File: config.mk
export PLATFORM = sky130hd
export DESIGN_NAME = enigma_step_ctrl
export DESIGN_NICKNAME = d
export VERILOG_FILES = /design/src/rtl/enigma_step_ctrl_pkg.sv /design/src/rtl/enigma_step_ctrl_rotor_stepper.sv /design/src/rtl/enigma_step_ctrl.sv
export SDC_FILE = /design/constraint.sdc
export NUM_CORES = 1
export LEC_CHECK = 0
export CAP_MARGIN = 20
export CORE_MARGIN = 2
export CORE_UTILIZATION = 48
export CTS_CLUSTER_SIZE = 30
export DETAILED_ROUTE_END_ITERATION = 10
export PLACE_DENSITY_LB_ADDON = 0.12
export SETUP_SLACK_MARGIN = 0.02
export SYNTH_ARGS = -nofsm -noshare
export SYNTH_HDL_FRONTEND = slang
export SYNTH_HIERARCHICAL = 1
export SYNTH_SLANG_ARGS = --single-unit
File: constraint.sdc
create_clock -name i_clk -period 2 [get_ports i_clk]
set_input_delay 0.2 -clock i_clk [delete_from_list [all_inputs] [get_ports i_clk]]
set_output_delay 0.2 -clock i_clk [all_outputs]
set_load 0.01 [all_outputs]
File: src/rtl/enigma_step_ctrl_pkg.sv
// Shared types and constants for the Enigma step controller.
// Letters are 5-bit indices 0..25; rotor notches are letter positions.
package enigma_step_ctrl_pkg;

  localparam int         ALPHA       = 26;
  localparam logic [4:0] LAST_LETTER = 5'(ALPHA - 1);

  typedef enum logic [1:0] {
    OP_SET  = 2'd0,
    OP_ENC  = 2'd1,
    OP_ZERO = 2'd2,
    OP_RSVD = 2'd3
  } op_e;

  typedef enum logic [1:0] {
    SEL_R   = 2'd0,
    SEL_M   = 2'd1,
    SEL_L   = 2'd2,
    SEL_BAD = 2'd3
  } sel_e;

  typedef enum logic [1:0] {
    S_IDLE   = 2'd0,
    S_EXEC   = 2'd1,
    S_SETTLE = 2'd2,
    S_RESP   = 2'd3
  } state_e;

  // Turnover letters of the historical rotors I..V (Q, E, V, J, Z)
  localparam logic [4:0] NOTCH_I   = 5'd16;
  localparam logic [4:0] NOTCH_II  = 5'd4;
  localparam logic [4:0] NOTCH_III = 5'd21;
  localparam logic [4:0] NOTCH_IV  = 5'd9;
  localparam logic [4:0] NOTCH_V   = 5'd25;

  typedef struct packed {
    op_e        op;
    sel_e       sel;
    logic [4:0] data;
  } cmd_t;

  function automatic logic [4:0] inc26(input logic [4:0] p);
    return (p == LAST_LETTER) ? 5'd0 : p + 5'd1;
  endfunction

  function automatic logic is_letter(input logic [4:0] c);
    return c <= LAST_LETTER;
  endfunction

endpackage

File: src/rtl/enigma_step_ctrl_rotor_stepper.sv
// Combinational rotor stepping for one key press.
// Middle rotor also steps on its own notch: the double-step anomaly.
module enigma_rotor_stepper
  import enigma_step_ctrl_pkg::*;
#(
  parameter logic [4:0] NOTCH_R = NOTCH_III,
  parameter logic [4:0] NOTCH_M = NOTCH_II
) (
  input  logic [4:0] i_pos_r,
  input  logic [4:0] i_pos_m,
  input  logic [4:0] i_pos_l,
  output logic [4:0] o_nxt_r,
  output logic [4:0] o_nxt_m,
  output logic [4:0] o_nxt_l
);

  logic w_step_m;
  logic w_step_l;

  assign w_step_l = (i_pos_m == NOTCH_M);
  assign w_step_m = (i_pos_r == NOTCH_R) || w_step_l;

  assign o_nxt_r = inc26(i_pos_r);
  assign o_nxt_m = w_step_m ? inc26(i_pos_m) : i_pos_m;
  assign o_nxt_l = w_step_l ? inc26(i_pos_l) : i_pos_l;

endmodule

File: src/rtl/enigma_step_ctrl.sv
// Command sequencer for the Enigma scrambler: owns rotor positions,
// steps them per key press and captures the datapath result.
module enigma_step_ctrl
  import enigma_step_ctrl_pkg::*;
#(
  parameter int NOTCH_R       = 21,
  parameter int NOTCH_M       = 4,
  parameter int NOTCH_L       = 16,
  parameter int SETTLE_CYCLES = 2
) (
  input  logic       i_clk,
  input  logic       i_rst,
  input  logic       i_cmd_valid,
  output logic       o_cmd_ready,
  input  logic [1:0] i_cmd_op,
  input  logic [1:0] i_cmd_sel,
  input  logic [4:0] i_cmd_data,
  output logic       o_rsp_valid,
  input  logic       i_rsp_ready,
  output logic [4:0] o_rsp_char,
  output logic       o_rsp_err,
  output logic [4:0] o_pos_r,
  output logic [4:0] o_pos_m,
  output logic [4:0] o_pos_l,
  output logic [4:0] o_dp_char_in,
  input  logic [4:0] i_dp_char_out,
  output logic       o_busy
);

  localparam logic [3:0] SETTLE_LOAD = 4'(SETTLE_CYCLES - 1);

  generate
    if (SETTLE_CYCLES < 1 || SETTLE_CYCLES > 15 ||
        NOTCH_R > 25 || NOTCH_M > 25 || NOTCH_L > 25) begin : g_bad_cfg
      $error("enigma_step_ctrl: parameter out of range");
    end
  endgenerate

  state_e     r_state;
  state_e     w_state_nxt;
  cmd_t       r_cmd;
  logic [4:0] r_pos_r;
  logic [4:0] r_pos_m;
  logic [4:0] r_pos_l;
  logic [4:0] r_dp_char;
  logic [4:0] r_rsp_char;
  logic       r_rsp_err;
  logic       r_rsp_valid;
  logic [3:0] r_cnt;

  logic       w_accept;
  logic       w_cmd_err;
  logic [4:0] w_nxt_r;
  logic [4:0] w_nxt_m;
  logic [4:0] w_nxt_l;

  enigma_rotor_stepper #(
    .NOTCH_R (5'(NOTCH_R)),
    .NOTCH_M (5'(NOTCH_M))
  ) u_stepper (
    .i_pos_r (r_pos_r),
    .i_pos_m (r_pos_m),
    .i_pos_l (r_pos_l),
    .o_nxt_r (w_nxt_r),
    .o_nxt_m (w_nxt_m),
    .o_nxt_l (w_nxt_l)
  );

  assign w_accept = i_cmd_valid && o_cmd_ready;

  always_comb begin
    w_cmd_err = 1'b0;
    unique case (r_cmd.op)
      OP_SET:  w_cmd_err = (r_cmd.sel == SEL_BAD) ||
                           !is_letter(r_cmd.data);
      OP_ENC:  w_cmd_err = !is_letter(r_cmd.data);
      OP_ZERO: w_cmd_err = 1'b0;
      default: w_cmd_err = 1'b1;
    endcase
  end

  always_ff @(posedge i_clk or posedge i_rst) begin
    if (i_rst) begin
      r_state <= S_IDLE;
    end else begin
      r_state <= w_state_nxt;
    end
  end

  always_comb begin
    w_state_nxt = r_state;
    unique case (r_state)
      S_IDLE: begin
        if (i_cmd_valid) w_state_nxt = S_EXEC;
      end
      S_EXEC: begin
        if (r_cmd.op == OP_ENC && !w_cmd_err)
          w_state_nxt = S_SETTLE;
        else
          w_state_nxt = S_RESP;
      end
      S_SETTLE: begin
        if (r_cnt == 4'd0) w_state_nxt = S_RESP;
      end
      S_RESP: begin
        if (i_rsp_ready) w_state_nxt = S_IDLE;
      end
      default: w_state_nxt = S_IDLE;
    endcase
  end

  always_comb begin
    o_cmd_ready = 1'b0;
    o_busy      = 1'b1;
    if (r_state == S_IDLE) begin
      o_cmd_ready = 1'b1;
      o_busy      = 1'b0;
    end
  end

  always_ff @(posedge i_clk or posedge i_rst) begin
    if (i_rst) begin
      r_cmd       <= '{op: OP_SET, sel: SEL_R, data: 5'd0};
      r_pos_r     <= 5'd0;
      r_pos_m     <= 5'd0;
      r_pos_l     <= 5'd0;
      r_dp_char   <= 5'd0;
      r_rsp_char  <= 5'd0;
      r_rsp_err   <= 1'b0;
      r_rsp_valid <= 1'b0;
      r_cnt       <= 4'd0;
    end else begin
      if (w_accept) begin
        r_cmd <= '{op:   op_e'(i_cmd_op),
                   sel:  sel_e'(i_cmd_sel),
                   data: i_cmd_data};
      end
      unique case (r_state)
        S_EXEC: begin
          if (w_cmd_err) begin
            r_rsp_err   <= 1'b1;
            r_rsp_char  <= 5'd0;
            r_rsp_valid <= 1'b1;
          end else begin
            unique case (r_cmd.op)
              OP_SET: begin
                unique case (r_cmd.sel)
                  SEL_R:   r_pos_r <= r_cmd.data;
                  SEL_M:   r_pos_m <= r_cmd.data;
                  SEL_L:   r_pos_l <= r_cmd.data;
                  default: ;
                endcase
                r_rsp_err   <= 1'b0;
                r_rsp_char  <= 5'd0;
                r_rsp_valid <= 1'b1;
              end
              OP_ZERO: begin
                r_pos_r     <= 5'd0;
                r_pos_m     <= 5'd0;
                r_pos_l     <= 5'd0;
                r_rsp_err   <= 1'b0;
                r_rsp_char  <= 5'd0;
                r_rsp_valid <= 1'b1;
              end
              OP_ENC: begin
                r_pos_r   <= w_nxt_r;
                r_pos_m   <= w_nxt_m;
                r_pos_l   <= w_nxt_l;
                r_dp_char <= r_cmd.data;
                r_cnt     <= SETTLE_LOAD;
              end
              default: ;
            endcase
          end
        end
        S_SETTLE: begin
          // datapath output is only trusted on the final settle edge
          if (r_cnt == 4'd0) begin
            r_rsp_char  <= i_dp_char_out;
            r_rsp_err   <= 1'b0;
            r_rsp_valid <= 1'b1;
          end else begin
            r_cnt <= r_cnt - 4'd1;
          end
        end
        S_RESP: begin
          if (i_rsp_ready) r_rsp_valid <= 1'b0;
        end
        default: ;
      endcase
    end
  end

  assign o_pos_r      = r_pos_r;
  assign o_pos_m      = r_pos_m;
  assign o_pos_l      = r_pos_l;
  assign o_dp_char_in = r_dp_char;
  assign o_rsp_char   = r_rsp_char;
  assign o_rsp_err    = r_rsp_err;
  assign o_rsp_valid  = r_rsp_valid;

endmodule

==> results.sh <==
export IMPL_grt_setup_unrepaired="false"
export IMPL_r2r_start="r_cnt[1]"
export IMPL_drcViolationCount=0
export IMPL_crit_path_start="r_cnt[1]"
export IMPL_final_core_utilization=0.644
export IMPL_max_slew_margin_rel=0.636
export IMPL_yosysWarnings=6
export IMPL_rows=26
export IMPL_ios=47
export IMPL_cts_clk_slew_worst_paths_ns=0.08
export IMPL_run_status="complete, no violations"
export IMPL_root_buffer="clkbuf_8"
export IMPL_p_sw_frac=0.416
export IMPL_period_minus_slack_ns=1.87
export IMPL_initialDrtViolationCount=147
export IMPL_syn_area_sq_mm=0.00259
export IMPL_area_growth_pct=27.9
export IMPL_synthCells=274
export IMPL_fmax_mhz=534
export IMPL_grt_use_met2=0.325
export IMPL_skew_ns=0.0120
export IMPL_path_class="reg -> reg"
export IMPL_cts_htree_levels=2
export IMPL_gp_congestion=0.806
export IMPL_clockBufferDepth=2
export IMPL_cts_hold_fix_buffers=0
export IMPL_cp_required_ns=2.19
export IMPL_p_leak_nw=1.53
export IMPL_fin_setup_tns_ns=0
export IMPL_routed_via_density=5.33
export IMPL_insertion_delay_ns=0.30
export IMPL_place_area_sq_mm=0.00319
export IMPL_start_util=0.503
export IMPL_post_drt_wl_per_cell_um=14.2
export IMPL_vdd_ir_drop_max_uv=934
export IMPL_drive_above_1_share=0.128
export IMPL_final_hold_violation_count=0
export IMPL_dp_hpwl_um=4190
export IMPL_p_per_area_mw_per_mm2=1560
export IMPL_synth_fp_nets=309
export IMPL_synth_top_flop_cell="dfrtp_1"
export IMPL_nNetsFinal=370
export IMPL_synthDistinctLibCells=48
export IMPL_antenna_found_initial=0
export IMPL_power_mw=5.18
export IMPL_power_switching_mw=2.15
export IMPL_setup_violations=0
export IMPL_avgSynthCellArea_sq_um=9.44
export IMPL_worst_setup_path_start_kind="flip-flop"
export IMPL_cts_sinks=42
export IMPL_wl_um=5760
export IMPL_hold_path_class="in -> async"
export IMPL_r2r_end="o_rsp_char[4]"
export IMPL_numPortBuffers=46
export IMPL_route_vias_total=2166
export IMPL_fill_cells=470
export IMPL_cts_buffers_inserted=5
export IMPL_stdcell_area_sq_mm=0.00331
export IMPL_ys_seq_elements=42
export IMPL_die_y_um=77.4
export IMPL_grt_pass1_vias=2066
export IMPL_rr_worst_depth=6
export IMPL_grt_busiest_layer="met2"
export IMPL_grtUsageTotal=0.202
export IMPL_synth_edf_count=0
export IMPL_grt_pass1_wl_um=9690
export IMPL_cp_max_fo=7
export IMPL_internal_power_mw=3.02
export IMPL_met3_usage=0.0442
export IMPL_tightest_slew_ns=0.545
export IMPL_drtAntennaViolNets=0
export IMPL_gr_total_overflow=0
export IMPL_cap_violations=0
export IMPL_synthArstFlopShare=1.00
export IMPL_dieArea_sq_mm=0.00599
export IMPL_coreArea_sq_mm=0.00514
export IMPL_tritoncts="done"
export IMPL_p_comb_frac=0.580
export IMPL_chipWidth_um=77.4
export IMPL_crit_path_end_kind="flip-flop"
export IMPL_critical_path_arrival_ns=2.06
export IMPL_drt_first_pass_iters=4
export IMPL_synth_seq_area_share=0.406
export IMPL_grt_max_degree=43
export IMPL_diodes=0
export IMPL_p_clk_frac=0.109
export IMPL_use_met1=0.277
export IMPL_r2r_slack_ns=0.13
export IMPL_crit_end="o_rsp_char[4]"
export IMPL_seqPwrFrac=0.311
export IMPL_finalCritPeriodShare=0.937
export IMPL_report_final_slew_viol_count=0
==> critical path, cell delays in order, from the launching register on <==
cell     delay (ns)
dfrtp_1        0.39
inv_1          0.08
ha_1           0.13
or3b_4         0.38
and2_4         0.17
or3_4          0.37
a22o_1         0.24
==> worst min-delay path by stage <==
stage	depth (start not counted)	slack [ns]	startpoint	endpoint
CTS	3	0.37	i_rst	o_pos_r[4]
detailed placement	2	0.46	o_dp_char_in[2]	o_dp_char_in[2]
floorplan	1	0.33	i_dp_char_out[0]	o_rsp_char[0]
global route	3	0.40	i_rst	o_rsp_char[0]
finish	3	0.34	i_rst	o_rsp_char[0]
global placement	2	0.47	o_dp_char_in[2]	o_dp_char_in[2]
==> repair_timing <==
action	CTS	global route
endpoints found under the setup margin	0	9
resized for setup	0	3
setup buffers	0	2
==> sequential cells by signal, summed over array words and instances, names as in the netlist <==
signal	flops
o_dp_char_in	5
r_cnt	4
r_state	2
o_pos_r	5
o_rsp_err	1
o_rsp_valid	1
o_pos_m	5
r_cmd	9
o_rsp_char	5
o_pos_l	5
==> cells by family (layout without fill, tap and decap cells) <==
| family | after synthesis | after routing | share of synthesized area |
|---|---|---|---|
| flip-flops | 42 | 42 | 0.406 |
| multiplexers | 28 | 28 | 0.115 |
| adder cells (fa/ha/maj) | 17 | 17 | 0.0822 |
| AO/OA/AOI/OAI | 68 | 68 | 0.165 |
| AND/OR/NAND/NOR | 78 | 78 | 0.168 |
| buffers and inverters | 41 | 103 | 0.0629 |
==> final cells by class <==
type / instances / area [sq um] / share of cell area
timing repair buffer: 60 / 566 / 0.171
sequential: 42 / 1050 / 0.318
clock buffer: 7 / 86.3 / 0.0261
clock inverter: 1 / 5.00 / 0.00151
tap: 70 / 87.6 / 0.0265
multi-input combinational: 191 / 1380 / 0.418
inverter: 35 / 131 / 0.0397
==> stage by stage <==
stage / hold slack [ns] / worst slack (ns) / cells
final: 0.342 / 0.126 / 406
after global placement: 0.466 / 0.0909 / 396
after floorplan: 0.333 / 0.0506 / 274
after global routing: 0.398 / 0.0475 / 406
after CTS: 0.367 / 0.0365 / 404
after detailed placement: 0.461 / 0.0484 / 396
==> power groups by stage <==
stage | logic, mW | registers (mW) | clock network, mW
after CTS | 2.98 | 1.62 | 0.579
after detailed placement | 2.95 | 1.63 | 0
after global placement | 2.88 | 1.61 | 0
after floorplan | 1.83 | 1.65 | 0
final | 3.00 | 1.61 | 0.563
after global routing | 3.33 | 1.68 | 0.622
==> layout by cell type (no fill, tap or decap), drive strengths merged, types with 2 or more instances in the layout <==
cell type	instances
a21oi	23
a22o	8
a31oi	2
a41oi	2
and2	3
buf	14
clkbuf	7
clkdlybuf4s50	46
dfrtp	42
ha	17
inv	35
mux2	10
mux2i	18
nand2	27
nand2b	3
nand3	10
nand4b	3
nor2	8
nor2b	8
nor3	2
o211ai	4
o21a	2
o21ai	18
o31ai	2
or2	2
or3	4
==> per-layer routing <==
layer / vias to the layer above / wire [um]
li1: 1077 / -
met5: - / 0
met4: 0 / 59
met1: 1033 / 2730
met2: 51 / 2680
met3: 5 / 285
==> cells in the mapped netlist, types with 2 or more instances <==
cell | n | area share
mux2_2 | 9 | 0.039
o31ai_1 | 2 | 0.0058
o211ai_1 | 4 | 0.012
clkbuf_1 | 4 | 0.0058
nand3_1 | 10 | 0.019
o21a_1 | 2 | 0.0058
a41oi_1 | 2 | 0.0068
o21ai_1 | 4 | 0.0077
o21ai_0 | 13 | 0.025
nor2_1 | 8 | 0.012
inv_1 | 35 | 0.051
nand2_1 | 27 | 0.039
or3_1 | 3 | 0.0073
nand4b_1 | 3 | 0.010
a31oi_1 | 2 | 0.0048
a22o_1 | 8 | 0.027
or2_2 | 2 | 0.0048
ha_1 | 17 | 0.082
a21oi_1 | 23 | 0.045
nor2b_1 | 8 | 0.019
mux2i_1 | 18 | 0.070
dfrtp_1 | 42 | 0.41
nand2b_1 | 3 | 0.0073
No activity file was read; power rests on OpenSTA's default activity.
